--- src/rtl/operand_fetch_if.sv ---
// Decode-to-execute handshake bundle for the operand-fetch stage.
// The master drives instructions in and accepts operands; the slave is the stage itself.
interface operand_fetch_if #(
  parameter int DW = 16
);
  logic          in_valid;
  logic          in_ready;
  logic [15:0]   in_pc;
  logic [15:0]   in_inst;
  logic          in_wen;

  logic          out_valid;
  logic          out_ready;
  logic [15:0]   out_pc;
  logic [15:0]   out_inst;
  logic          out_wen;
  logic [DW-1:0] out_a;
  logic [DW-1:0] out_b;

  modport master (
    output in_valid, in_pc, in_inst, in_wen, out_ready,
    input  in_ready, out_valid, out_pc, out_inst, out_wen, out_a, out_b
  );

  modport slave (
    input  in_valid, in_pc, in_inst, in_wen, out_ready,
    output in_ready, out_valid, out_pc, out_inst, out_wen, out_a, out_b
  );
endinterface

--- src/rtl/operand_fetch.sv ---
// Operand-fetch stage: one-entry slot, registered regfile read, writeback bypass, busy scoreboard.
// Optional macro R0_ZERO_EN turns r0 into a hard-wired zero register.
module operand_fetch #(
  parameter int NREGS = 16,
  parameter int DW    = 16
) (
  input  logic                 clk,
  input  logic                 rst_n,
  operand_fetch_if.slave       bus,
  input  logic                 flush,
  output logic [3:0]           raddr0_,
  output logic [3:0]           raddr1_,
  input  logic [DW-1:0]        rdata0,
  input  logic [DW-1:0]        rdata1,
  input  logic                 wb_wen,
  input  logic [3:0]           wb_waddr,
  input  logic [DW-1:0]        wb_wdata
);

  localparam bit R0_ZERO =
`ifdef R0_ZERO_EN
    1'b1;
`else
    1'b0;
`endif

  function automatic logic is_zero_reg(input logic [3:0] r);
    return R0_ZERO && (r == 4'd0);
  endfunction

  function automatic logic hazard(input logic [NREGS-1:0] bz, input logic [3:0] r,
                                  input logic wen, input logic [3:0] waddr);
    return bz[r] && !(wen && (waddr == r)) && !is_zero_reg(r);
  endfunction

  function automatic logic [DW-1:0] bypass(input logic [3:0] r, input logic [DW-1:0] rd,
                                           input logic wen, input logic [3:0] waddr,
                                           input logic [DW-1:0] wd);
    if (is_zero_reg(r))
      return '0;
    if (wen && (waddr == r))
      return wd;
    return rd;
  endfunction

  logic             vld_p1;
  logic [15:0]      pc_p1;
  logic [15:0]      inst_p1;
  logic             wen_p1;
  logic [NREGS-1:0] busy;
  logic [NREGS-1:0] busy_nxt;

  logic [3:0]       ra_p1;
  logic [3:0]       rb_p1;
  logic [3:0]       rt_p1;
  logic             haz_a;
  logic             haz_b;
  logic             issue;
  logic             accept;

  assign ra_p1 = inst_p1[11:8];
  assign rb_p1 = inst_p1[7:4];
  assign rt_p1 = inst_p1[3:0];

  assign haz_a = hazard(busy, ra_p1, wb_wen, wb_waddr);
  assign haz_b = hazard(busy, rb_p1, wb_wen, wb_waddr);

  assign bus.out_valid = vld_p1 && !haz_a && !haz_b && !flush;
  assign issue         = bus.out_valid && bus.out_ready;
  // Reset also blocks accepts so the read addresses sit at zero while rst_n is low.
  assign bus.in_ready  = rst_n && !flush && (!vld_p1 || issue);
  assign accept        = bus.in_valid && bus.in_ready;

  // The regfile latches these every edge, so a held slot keeps its own operands fresh.
  assign raddr0_ = accept ? bus.in_inst[11:8] : ra_p1;
  assign raddr1_ = accept ? bus.in_inst[7:4]  : rb_p1;

  assign bus.out_pc   = pc_p1;
  assign bus.out_inst = inst_p1;
  assign bus.out_wen  = wen_p1;
  assign bus.out_a    = bypass(ra_p1, rdata0, wb_wen, wb_waddr, wb_wdata);
  assign bus.out_b    = bypass(rb_p1, rdata1, wb_wen, wb_waddr, wb_wdata);

  // Writeback clears first so a same-cycle issue to the same register keeps it busy.
  always_comb begin
    busy_nxt = busy;
    if (wb_wen)
      busy_nxt[wb_waddr] = 1'b0;
    if (issue && wen_p1 && !is_zero_reg(rt_p1))
      busy_nxt[rt_p1] = 1'b1;
  end

  // p0 -> p1: decoded instruction enters the operand slot
  always_ff @(posedge clk or negedge rst_n) begin
    if (!rst_n) begin
      vld_p1  <= 1'b0;
      pc_p1   <= '0;
      inst_p1 <= '0;
      wen_p1  <= 1'b0;
      busy    <= '0;
    end else begin
      busy <= busy_nxt;
      if (flush) begin
        vld_p1 <= 1'b0;
      end else if (accept) begin
        vld_p1  <= 1'b1;
        pc_p1   <= bus.in_pc;
        inst_p1 <= bus.in_inst;
        wen_p1  <= bus.in_wen;
      end else if (issue) begin
        vld_p1 <= 1'b0;
      end
    end
  end

endmodule

--- src/flat_wrapper.sv ---
// flat-port wrapper written by rule: the top's interface ports become plain ports
module operand_fetch_flat 
#(
  parameter int NREGS = 16,
  parameter int DW    = 16
)
  (clk, rst_n, flush, raddr0_, raddr1_, rdata0, rdata1, wb_wen, wb_waddr, wb_wdata, bus_in_valid, bus_in_pc, bus_in_inst, bus_in_wen, bus_out_ready, bus_in_ready, bus_out_valid, bus_out_pc, bus_out_inst, bus_out_wen, bus_out_a, bus_out_b);
  operand_fetch_if #(.DW(DW)) bus_i ();
  input  logic clk;
  input  logic rst_n;
  input  logic flush;
  output logic [3:0] raddr0_;
  output logic [3:0] raddr1_;
  input  logic [DW-1:0] rdata0;
  input  logic [DW-1:0] rdata1;
  input  logic wb_wen;
  input  logic [3:0] wb_waddr;
  input  logic [DW-1:0] wb_wdata;
  input wire logic [$bits(bus_i.in_valid)-1:0] bus_in_valid;
  input wire logic [$bits(bus_i.in_pc)-1:0] bus_in_pc;
  input wire logic [$bits(bus_i.in_inst)-1:0] bus_in_inst;
  input wire logic [$bits(bus_i.in_wen)-1:0] bus_in_wen;
  input wire logic [$bits(bus_i.out_ready)-1:0] bus_out_ready;
  output wire logic [$bits(bus_i.in_ready)-1:0] bus_in_ready;
  output wire logic [$bits(bus_i.out_valid)-1:0] bus_out_valid;
  output wire logic [$bits(bus_i.out_pc)-1:0] bus_out_pc;
  output wire logic [$bits(bus_i.out_inst)-1:0] bus_out_inst;
  output wire logic [$bits(bus_i.out_wen)-1:0] bus_out_wen;
  output wire logic [$bits(bus_i.out_a)-1:0] bus_out_a;
  output wire logic [$bits(bus_i.out_b)-1:0] bus_out_b;
  assign bus_i.in_valid = bus_in_valid;
  assign bus_i.in_pc = bus_in_pc;
  assign bus_i.in_inst = bus_in_inst;
  assign bus_i.in_wen = bus_in_wen;
  assign bus_i.out_ready = bus_out_ready;
  assign bus_in_ready = bus_i.in_ready;
  assign bus_out_valid = bus_i.out_valid;
  assign bus_out_pc = bus_i.out_pc;
  assign bus_out_inst = bus_i.out_inst;
  assign bus_out_wen = bus_i.out_wen;
  assign bus_out_a = bus_i.out_a;
  assign bus_out_b = bus_i.out_b;
  operand_fetch #(.NREGS(NREGS), .DW(DW)) u_core (.clk(clk), .rst_n(rst_n), .bus(bus_i), .flush(flush), .raddr0_(raddr0_), .raddr1_(raddr1_), .rdata0(rdata0), .rdata1(rdata1), .wb_wen(wb_wen), .wb_waddr(wb_waddr), .wb_wdata(wb_wdata));
endmodule
--- config.mk ---
export PLATFORM = sky130hd
export DESIGN_NAME = operand_fetch_flat
export DESIGN_NICKNAME = d
export VERILOG_FILES = /design/src/rtl/operand_fetch_if.sv /design/src/rtl/operand_fetch.sv /design/src/flat_wrapper.sv
export SDC_FILE = /design/constraint.sdc
export NUM_CORES = 1
export LEC_CHECK = 0
export ABC_AREA = 1
export CORE_UTILIZATION = 40
export DETAILED_ROUTE_END_ITERATION = 8
export HOLD_SLACK_MARGIN = 0.06
export PLACE_DENSITY = 0.81
export SYNTH_ARGS = -nofsm -noshare
export SYNTH_HDL_FRONTEND = slang
export SYNTH_SLANG_ARGS = --single-unit
--- constraint.sdc ---
create_clock -name clk -period 2.2 [get_ports clk]
set_input_delay 0.44 -clock clk [delete_from_list [all_inputs] [get_ports clk]]
set_output_delay 0.44 -clock clk [all_outputs]
set_load 0.005 [all_outputs]
==> metrics.log <==
[metrics] run status: finished, violations left
[metrics] failing checks: negative setup slack
[metrics] maximum clock frequency: 329 MHz
[metrics] starting density of the core: 0.412
[metrics] setup slack after layout: -0.841 ns
[metrics] capture point of the worst path: u_core.bus.out_inst[6]
[metrics] overall global routing resource usage: 0.344
[metrics] core footprint: between 7000 and 8000 µm²
[metrics] die area: 8320 µm²
[metrics] worst r2r dst: u_core.bus.out_inst[6]
[metrics] buffers added on ports: around 170
[metrics] number of clock sinks: 50
[metrics] hold buffer count at CTS: 0
[metrics] Max Transition Viols Final: 0
[metrics] cells after synthesis: 462
[metrics] setup repair after global routing missed its margin: yes
[metrics] post-detailed-route wirelength per cell: between 15 and 20 µm
[metrics] Worst Max-Slew Pin Slew: 0.638 ns
[metrics] Root Buffer: clkbuf_8
[metrics] mean instance size in the synthesized netlist: 6.89 µm²
[metrics] CTS tree: yes
[metrics] FF+latch count, synth: 50
[metrics] critical path required time: 2.47 ns
[metrics] H-tree levels: 2
[metrics] die outline width: 91.2 µm
[metrics] number of antenna violations at the first check in global routing: 0
[metrics] worst-case clock skew: 0.0126 ns
[metrics] Unique masters post-synth: 30
[metrics] drt pass-1 iters: 6
[metrics] most frequent cells in the layout: nand2_1 (130), clkdlybuf4s50_1 (117), buf_4 (63)
[metrics] Worst EP arrival: roughly 3.3 ns
[metrics] CP Launch Point: u_core.bus.out_inst[8]
[metrics] final antenna diode count: 0
[metrics] Post-Synthesis Net Count: 553
[metrics] leak pwr: 0.00320 µW
[metrics] detailed-route via count: between 4000 and 5000
[metrics] peak fanout along the critical path: 7
[metrics] clock-pin slew of the registers on the worst-case setup and hold paths: around 0.11 ns
[metrics] power density over the cells: roughly 600 nW/µm²
[metrics] mean number of vias per cell: 5.63
[metrics] global-route congestion overflow total: 0
[metrics] Site Rows: 32
[metrics] die height: 91.2 µm
[metrics] Max transition margin: 0.575
[metrics] setup slack on the worst flop-to-flop path: -0.84 ns
[metrics] Worst-Skew Late Latency: about 0.32 ns
[metrics] setup total negative slack: -27.10 ns
[metrics] largest voltage drop on the vdd net: 596 µV
[metrics] Reg-to-Reg Start: u_core.bus.out_inst[8]
[metrics] category of the worst setup path capture point: flop
[metrics] final weighted congestion in routability-driven placement: 0.989
[metrics] Critical Path Source Type: flop
[metrics] leading cell types by total area after synthesis: dfrtp_1 (39%), nand2_1 (21%), nand4_1 (6.5%)
[metrics] proportion of netlist area held by the largest area contributor: 0.393
[metrics] number of global-route vias before repair: 4473
[metrics] final period utilization: 1.38
[metrics] largest net degree at the start of global routing: 51
[metrics] final-report setup violation count: 89
[metrics] post-synth top area cell: dfrtp_1
[metrics] most common library cell in the layout ignoring fill and taps: nand2_1
[metrics] summed instance area of the synthesized netlist: between 3000 and 4000 µm²
[metrics] buffer depth of the longest clock path: 2
[metrics] sequential cell area fraction in the yosys report: 0.393
[metrics] DRT antenna net count: 0
[metrics] DRC marker count from the first detailed-route iteration: 362
[metrics] placed wire-length estimate: 9.04 mm
[metrics] total CTS buffers: 5
[metrics] overall power consumption: 3970 µW
[metrics] share of layout cells above drive strength 1: 0.410
[metrics] wire length of the first global-routing pass: 22.2 mm
[metrics] critical path type: flop to flop
[metrics] number of warnings printed during yosys synthesis: 0
[metrics] number of placed I/O pins: 166
[metrics] time the worst path needs with I/O delays and setup: a little over 3 ns
[metrics] Worst Reg2Reg Path Length in Cells: 23
[metrics] Final Hold Viols: 0
[metrics] Area Overhead vs Synth: 105%
[metrics] DRC violations left: 0
[metrics] max-capacitance violation count: 0
[metrics] final routed wirelength across all metal layers: roughly 16 mm
[metrics] number of nets in the layout: between 800 and 900
[metrics] class of the most critical hold timing path: primary input to async pin
==> repair_timing <==
| item | in CTS | in global routing |
|---|---|---|
| pin swaps | 19 | 24 |
| endpoints found under the setup margin | 42 | 87 |
| buffers inserted | 53 | 22 |
| gates cloned | 5 | 3 |
| resized for setup | 303 | 106 |
==> metal layers <==
metal,routed length (µm),track usage
met1,5700,0.364
met2,8130,0.626
met3,1560,0.0888
met4,1110,0.177
met5,0,0
==> worst min-delay path by stage <==
stage,start,to,depth (start not counted)
after floorplan,rst_n,u_core.bus.out_inst[0],0
after global placement,u_core.bus.out_pc[9],u_core.bus.out_pc[9],2
after detailed placement,u_core.bus.out_inst[13],u_core.bus.out_inst[13],2
after CTS,rst_n,u_core.bus.out_inst[12],2
after global routing,rst_n,u_core.vld_p1,2
final,rst_n,u_core.bus.out_inst[12],2
==> cell type report <==
cell class | instances | area (µm²)
Timing Repair Buffer | 289 | 2800
Multi-Input combinational cell | 336 | 2030
Sequential cell | 50 | 1250
Fill cell | 406 | 1190
Inverter | 53 | 216
Tap cell | 102 | 128
Clock buffer | 5 | 68.8
Clock inverter | 3 | 43.8
==> registers in the layout (all words and copies together) (netlist names) <==
name,cells
u_core.bus.out_wen,1
u_core.bus.out_pc,16
u_core.bus.out_inst,16
u_core.busy,16
u_core.vld_p1,1
==> cells in the mapped netlist <==
| library cell | n |
|---|---|
| nand3b_2 | 1 |
| nor2_2 | 1 |
| a21oi_1 | 4 |
| o21ai_2 | 6 |
| o211ai_1 | 4 |
| nor3_1 | 6 |
| o21ai_0 | 41 |
| dfrtp_1 | 50 |
| nand4_4 | 1 |
| nand3_1 | 24 |
| buf_4 | 2 |
| nand2_4 | 1 |
| buf_6 | 5 |
| inv_1 | 47 |
| nand3_4 | 1 |
| buf_1 | 1 |
| nand4_1 | 33 |
| inv_2 | 6 |
| o21ai_1 | 1 |
| nand3_2 | 1 |
| o22ai_2 | 4 |
| nand3b_1 | 1 |
| o22ai_1 | 4 |
| a21boi_0 | 1 |
| clkbuf_1 | 12 |
| nand2_1 | 181 |
| nor2_1 | 17 |
| nand2_2 | 2 |
| buf_2 | 3 |
| nor4_1 | 1 |
==> kinds of logic (layout without fill, tap and decap cells) <==
logic type             after synthesis  count (layout)  synth area share
and+or+nand+nor                    271             271             0.378
buffers and inverters               76             350             0.105
AOI/OAI and AO/OA                   65              65             0.124
DFF                                 50              50             0.393
==> where the power goes <==
part / switching, µW / internal [µW] / total [µW]
registers: 153 / 1070 / 1220
logic: 970 / 1080 / 2050
clock network: 358 / 342 / 700
total: 1480 / 2490 / 3970
==> per-stage QoR <==
step	worst slack (ns)	cells	util	cell area (µm²)	hold slack [ns]
final	-0.841	838	0.846	6540	0.275
after global routing	-0.862	838	0.846	6540	0.320
after CTS	-0.588	824	0.782	6040	0.300
after detailed placement	-0.860	760	0.682	5270	0.459
after global placement	-0.745	760	0.682	5270	0.454
after floorplan	0.0813	462	-	3180	0.144
==> critical path, cell delays in order, from the launching register on <==
cell and delay (ns):
dfrtp_2 0.45, buf_12 0.15, inv_8 0.06, buf_6 0.10, nand2_1 0.04, nand3_1 0.07
nand3_1 0.11, nand3_1 0.13, nand2_2 0.08, nand2_4 0.08, nand4_4 0.11, nand2_4 0.11
buf_4 0.12, buf_8 0.12, buf_8 0.10, nand4_1 0.16, buf_4 0.20, buf_4 0.13
buf_4 0.12, buf_4 0.12, buf_4 0.12, buf_4 0.12, buf_4 0.12, nand2_2 0.05
No activity file was read; power rests on OpenSTA's default activity.
